### src/rtl/apb_cmd_master.sv
`default_nettype none
// ============================================================================
// Module   : apb_cmd_master
// Purpose  : valid/ready command stream -> APB3 SETUP/ACCESS initiator with a
//            one-cycle response. Define APB_PREADY_EN for wait states + timeout.
// Revision : 1.0
// ============================================================================
module apb_cmd_master #(
   parameter int ADDR_W  = 32,
   parameter int DATA_W  = 32,
   parameter int TIMEOUT = 15
) (
   input  logic              clk,
   input  logic              rst_,
   input  logic              cmd_valid,
   output logic              cmd_ready,
   input  logic              cmd_write,
   input  logic [ADDR_W-1:0] cmd_addr,
   input  logic [DATA_W-1:0] cmd_wdata,
   output logic              rsp_valid,
   output logic              rsp_write,
   output logic [DATA_W-1:0] rsp_rdata,
   output logic              rsp_err,
   output logic              busy,
   output logic [ADDR_W-1:0] paddr_o,
   output logic [DATA_W-1:0] pwdata_o,
   output logic              pwrite_o,
   output logic              psel_o,
   output logic              penable_o,
   input  logic [DATA_W-1:0] prdata_i,
   input  logic              pready_i
);

   typedef enum logic [1:0] {
      IDLE   = 2'd0,
      SETUP  = 2'd1,
      ACCESS = 2'd2
   } state_t;

   state_t            state_q, state_d;
   logic [ADDR_W-1:0] paddr_q, paddr_d;
   logic [DATA_W-1:0] pwdata_q, pwdata_d;
   logic              pwrite_q, pwrite_d;
   logic              psel_q, psel_d;
   logic              penable_q, penable_d;
   logic              rsp_valid_q, rsp_valid_d;
   logic              rsp_write_q, rsp_write_d;
   logic [DATA_W-1:0] rsp_rdata_q, rsp_rdata_d;

   logic              done;
   logic              abort;
   logic              handshake;
   logic [1:0]        unused_addr_lsb;

   assign unused_addr_lsb = cmd_addr[1:0];

`ifdef APB_PREADY_EN
   localparam int               CNT_W    = $clog2(TIMEOUT + 1);
   localparam logic [CNT_W-1:0] CNT_LAST = CNT_W'(TIMEOUT - 1);

   logic [CNT_W-1:0] wait_cnt_q, wait_cnt_d;
   logic             rsp_err_q, rsp_err_d;

   assign done  = (state_q == ACCESS) && pready_i;
   // abort on the wait cycle that would bring the counter to TIMEOUT
   assign abort = (state_q == ACCESS) && !pready_i && (wait_cnt_q == CNT_LAST);

   always_comb begin
      wait_cnt_d = wait_cnt_q;
      rsp_err_d  = abort;
      if (state_q == SETUP) begin
         wait_cnt_d = '0;
      end else if ((state_q == ACCESS) && !pready_i) begin
         wait_cnt_d = wait_cnt_q + 1'b1;
      end
   end

   always_ff @(posedge clk or negedge rst_) begin
      if (!rst_) begin
         wait_cnt_q <= '0;
         rsp_err_q  <= 1'b0;
      end else begin
         wait_cnt_q <= wait_cnt_d;
         rsp_err_q  <= rsp_err_d;
      end
   end

   assign rsp_err = rsp_err_q;
`else
   logic unused_pready;

   assign unused_pready = pready_i;
   assign done          = (state_q == ACCESS);
   assign abort         = 1'b0;
   assign rsp_err       = 1'b0;
`endif

   assign cmd_ready = (state_q == IDLE) || done;
   assign handshake = cmd_valid && cmd_ready;

   always_comb begin
      state_d     = state_q;
      paddr_d     = paddr_q;
      pwdata_d    = pwdata_q;
      pwrite_d    = pwrite_q;
      psel_d      = psel_q;
      penable_d   = penable_q;
      rsp_valid_d = 1'b0;
      rsp_write_d = rsp_write_q;
      rsp_rdata_d = rsp_rdata_q;

      if (handshake) begin
         // slave decodes word addresses only
         paddr_d  = {cmd_addr[ADDR_W-1:2], 2'b00};
         pwdata_d = cmd_wdata;
         pwrite_d = cmd_write;
      end

      case (state_q)
         IDLE: begin
            if (handshake) begin
               state_d   = SETUP;
               psel_d    = 1'b1;
               penable_d = 1'b0;
            end
         end
         SETUP: begin
            state_d   = ACCESS;
            penable_d = 1'b1;
         end
         ACCESS: begin
            if (done || abort) begin
               rsp_valid_d = 1'b1;
               rsp_write_d = pwrite_q;
               if (abort) begin
                  rsp_rdata_d = '0;
               end else if (!pwrite_q) begin
                  rsp_rdata_d = prdata_i;
               end
               if (handshake) begin
                  state_d   = SETUP;
                  psel_d    = 1'b1;
                  penable_d = 1'b0;
               end else begin
                  state_d   = IDLE;
                  psel_d    = 1'b0;
                  penable_d = 1'b0;
               end
            end
         end
         default: begin
            state_d   = IDLE;
            psel_d    = 1'b0;
            penable_d = 1'b0;
         end
      endcase
   end

   always_ff @(posedge clk or negedge rst_) begin
      if (!rst_) begin
         state_q     <= IDLE;
         paddr_q     <= '0;
         pwdata_q    <= '0;
         pwrite_q    <= 1'b0;
         psel_q      <= 1'b0;
         penable_q   <= 1'b0;
         rsp_valid_q <= 1'b0;
         rsp_write_q <= 1'b0;
         rsp_rdata_q <= '0;
      end else begin
         state_q     <= state_d;
         paddr_q     <= paddr_d;
         pwdata_q    <= pwdata_d;
         pwrite_q    <= pwrite_d;
         psel_q      <= psel_d;
         penable_q   <= penable_d;
         rsp_valid_q <= rsp_valid_d;
         rsp_write_q <= rsp_write_d;
         rsp_rdata_q <= rsp_rdata_d;
      end
   end

   assign busy      = (state_q != IDLE);
   assign paddr_o   = paddr_q;
   assign pwdata_o  = pwdata_q;
   assign pwrite_o  = pwrite_q;
   assign psel_o    = psel_q;
   assign penable_o = penable_q;
   assign rsp_valid = rsp_valid_q;
   assign rsp_write = rsp_write_q;
   assign rsp_rdata = rsp_rdata_q;

endmodule
`default_nettype wire

### config.mk
export PLATFORM = sky130hd
export DESIGN_NAME = apb_cmd_master
export DESIGN_NICKNAME = d
export VERILOG_FILES = /design/src/rtl/apb_cmd_master.sv
export SDC_FILE = /design/constraint.sdc
export NUM_CORES = 1
export LEC_CHECK = 0
export ABC_AREA = 1
export BUFFER_PORTS_ARGS = -buffer_cell sky130_fd_sc_hd__buf_4
export CAP_MARGIN = 0
export CORE_MARGIN = 5
export CORE_UTILIZATION = 45
export CTS_CLUSTER_DIAMETER = 150
export CTS_CLUSTER_SIZE = 12
export DETAILED_ROUTE_END_ITERATION = 10
export PLACE_DENSITY = 0.79
export SETUP_SLACK_MARGIN = 0.05
export SYNTH_ARGS = -nofsm -noshare
export SYNTH_HDL_FRONTEND = slang
export SYNTH_SLANG_ARGS = --single-unit
### constraint.sdc
create_clock -name clk -period 1.5 [get_ports clk]
set_clock_uncertainty 0.05 [all_clocks]
set_input_delay 0.3 -clock clk [delete_from_list [all_inputs] [get_ports clk]]
set_output_delay 0.3 -clock clk [all_outputs]
set_load 0.02 [all_outputs]
# After elaboration in Yosys (flattened, before gate mapping)
# Cells that the tools add are included.
# W data, S select, Z words.
# word_totals
reg_bits	101
input_bits	101
out_inout_bits	104
elab_cells	29
# classes
n_eq_ne	3
muxes	9
n_bitwise	2
n_reduce_logical	6
# op_table
op	n
$pmux W2 S3	1
$mux W1	5
$reduce_and A2 Y1	2
$pmux W1 S3	1
$eq A2 B1 Y1 const B	1
$eq A2 B2 Y1 const B	1
$logic_not A2 Y1	1
$mux W2	1
$ne A2 B2 Y1 const B	1
$not A1 Y1	2
$pmux W1 S2	1
$reduce_bool A2 Y1	1
$logic_and A1 B1 Y1	1
$logic_or A1 B1 Y1	1

# Longest topological paths before layout
# depth
depth_word	5
ltp_mapped	6

# Worst setup path before layout
# No wires, ideal clock.
# synth_path
kind	reg2reg
startpoint	register pwrite_q, in the netlist pwrite_o
endpoint	register rsp_rdata_q[10], in the netlist rsp_rdata[10]
setup_ps	117
t_arrival_ps	1027
required_ps	1333
path_slack_ps	306
path_stages_with_launch	6
n_path_buf	1
synth_period_minus_slack_ps	1194
cell_sequence	dfrtp_1 -> inv_1 -> nand3_1 -> buf_2 -> nand2_1 -> nand2_1
# synth_between
elab_chain_cells	2
# synth_lines
element	line_no	text
start, declared	43	logic pwrite_q, pwrite_d;
start signal, assigned	174	pwrite_q <= pwrite_d;
$not A1 Y1 (no source line)	-	
$reduce_and A2 Y1 (no source line)	-	
end signal, assigned	179	rsp_rdata_q <= rsp_rdata_d;
end, declared	48	logic [DATA_W-1:0] rsp_rdata_q, rsp_rdata_d;
# No other way between the ends.
# A chain may end at the register's enable or synchronous reset.

# Worst setup path in the final report
# layout_path
startpoint	register state_q[0]
endpoint	output busy
# layout_between
elab_chain_cells	1
# layout_lines
element	line_no	text
start, declared	40	state_t state_q, state_d;
start signal, assigned	171	state_q <= state_d;
$reduce_bool A2 Y1	183	assign busy = (state_q != IDLE);
end, declared	24	output logic busy,
# No other way between the ends.

==> impl_metrics.tcl <==
set metrics [dict create \
    drive_gt1_share_pct 36.9 \
    core_area_mm2 0.00859 \
    first_iter_violations 125 \
    synth-seq-area-share_pct 64.5 \
    powerDensity_mw_per_mm2 1330 \
    die_h_um 103 \
    ys.flop_type "dfrtp_1" \
    clock_latency_ns 0.34 \
    synth_cells 434 \
    hold_slack_ns 0.0890 \
    worst-path-max-fanout 3 \
    vdd_drop_max_mv 0.547 \
    mostFrequentLayoutCells "259 x nand2_1, 210 x buf_4, 100 x dfrtp_1" \
    ys_ff_latch 101 \
    synth_area_mm2 0.00392 \
    cts-root-buf "clkbuf_8" \
    port_buffers 198 \
    gp_congestion 0.820 \
    place_area_mm2 0.00553 \
    path_clk_slew_ns 0.10 \
    n_antenna_cell 0 \
    final_hold_viol_count 0 \
    clock_path_buffers 2 \
    final-setup-viol-count 0 \
    viasPerCell 4.87 \
    cts_sinks 101 \
    rrSetupSlack_ns 0.14 \
    hold_class "in -> reg" \
    status "finished, final reports clean" \
    synthSimpleGateAreaFrac_pct 30.6 \
    ant_nets 0 \
    wl_per_cell_um 14.9 \
    num_rows 34 \
    async_flop_share_pct 100 \
    synth.area.mux_share_pct 0 \
    avgSynthCellArea_um2 9.04 \
    dieWidth_um 103 \
    grt_antenna_before_repair 0 \
    synthAdderAreaFrac_pct 0 \
    critPathLaunchType "register" \
    final_common_cell "nand2_1" \
    io-pin-count 205 \
    fillers 715 \
    area_delta_synth_final_pct 47.5 \
    drv_slew 0 \
    period_share_pct 97.6 \
    final_util_pct 67.3 \
    synth_top_family_by_area "simple AND/OR/NAND/NOR gates" \
    grt_max_degree 45 \
    fmax_mhz 683 \
    endpoint_kind "output port" \
    finalNonFillerCells 748 \
    worst_ep_required_time_ns 1.15 \
    regArea_mm2 0.00253 \
    htreeDepth 3 \
    dp_hpwl_mm 8.12 \
    setup.worst_path.class "reg -> out" \
    yosys_warnings 0 \
    power.leakage_nw 3.29 \
    fin_area_mm2 0.00579 \
    synth_edf_count 0 \
    vias 3645 \
    synth-xor-area-share_pct 0 \
    synth_compound_area_share_pct 0.128 \
    rsz0062_at_grt "true" \
    cts_tree "done" \
    arrival_ns 1.11 \
    cts_buffers 9 \
    dr.pass1.iters 4 \
    overflow 0 \
    initial_core_util_pct 45.6 \
    die_area_mm2 0.0107 \
    grt_pass1_wl_mm 16.9 \
    multi_input_comb_area_mm2 0.00122 \
    min_period_ns 1.46 \
    finalSetupTns_ns 0 \
    track_usage_pct 20.2 \
    route.detailed.drc 0 \
    synth.distinct_cells 16 \
    wirelength_mm 11.1 \
    nets 736 \
    max_cap_violations 0 \
    first_global_vias 3572 \
    placed_cells 727 \
]
## registers in the layout (all words and copies together), names as in the netlist
signal,count
pwdata_o,32
rsp_rdata,32
paddr_o,30
state_q,2
penable_o,1
psel_o,1
pwrite_o,1
rsp_valid,1
rsp_write,1
## per-layer routing
layer / part of all wire [%] / up-vias / wire, um / global-route usage [%]
li1: - / 1742 / - / -
met1: 39 / 1727 / 4300 / 24.6
met3: 9.2 / 8 / 1030 / 5.43
met4: 1.1 / 0 / 120 / 6.27
met2: 51 / 168 / 5690 / 35.0
met5: 0 / - / 0 / 0
## where the power goes
group / total (mW) / leakage, nW / internal, mW / switching (mW)
sequential: 3.51 / 1.24 / 3.22 / 0.293
clock: 1.69 / 0.0939 / 0.781 / 0.908
combinational: 2.47 / 1.95 / 1.06 / 1.41
total: 7.67 / 3.29 / 5.06 / 2.61
## Yosys cell counts, types with 2 or more instances
library cell | n | share of area, %
buf_1 | 2 | 0.19
buf_4 | 9 | 1.7
inv_1 | 4 | 0.38
buf_2 | 11 | 1.4
nor2_1 | 2 | 0.19
nand2_1 | 259 | 25
nand4_1 | 32 | 5.1
dfrtp_1 | 101 | 64
inv_2 | 2 | 0.19
clkbuf_1 | 6 | 0.57
## worst max-delay path: stages, from the launching register on
cell,delay [ns]
dfrtp_2,0.47
nor2_4,0.14
inv_2,0.04
buf_6,0.12
## cell type report
| class | instances | share of cell area [%] |
|---|---|---|
| Sequential cell | 101 | 43.7 |
| Timing Repair Buffer | 217 | 29.0 |
| Multi-Input combinational cell | 300 | 21.1 |
| Tap cell | 108 | 2.34 |
| Clock buffer | 11 | 2.27 |
| Clock inverter | 5 | 1.04 |
| Inverter | 6 | 0.476 |
## worst paths after layout
| check | from | end | cells after the start |
|---|---|---|---|
| worst max-delay path | state_q[0] | busy | 3 |
| worst min-delay path | cmd_addr[20] | paddr_o[20] | 3 |
| worst max register to register | state_q[0] | pwdata_o[11] | 7 |
| worst min register to register | rsp_rdata[28] | rsp_rdata[28] | 2 |
| max in group asynchronous | rst_ | state_q[0] | 3 |
| min in group asynchronous | rst_ | rsp_rdata[24] | 2 |
## kinds of logic (layout without fill, tap and decap cells)
group,after synthesis,count (layout)
flip-flops,101,101
AO/OA/AOI/OAI,1,1
AND/OR/NAND/NOR,296,296
other,1,3
buffers and inverters,35,239
## stage by stage
step	total power [mW]	worst slack, ns
2_1_floorplan	4.73	0.306
6_report	7.67	0.0361
4_1_cts	7.75	0.0446
3_5_place_dp	6.03	0.0964
3_3_place_gp	5.96	0.161
5_1_grt	8.11	-0.0299
## timing repair
item                                    4_1_cts  5_1_grt
endpoints found under the hold margin        17        0
gates resized for setup                       5        4
buffers inserted                              3        1
endpoints found under the setup margin        2        1
hold buffers                                  1        0
pin swaps                                     1        1
gates cloned                                  0        0
Power figures use the tool's default switching activity.
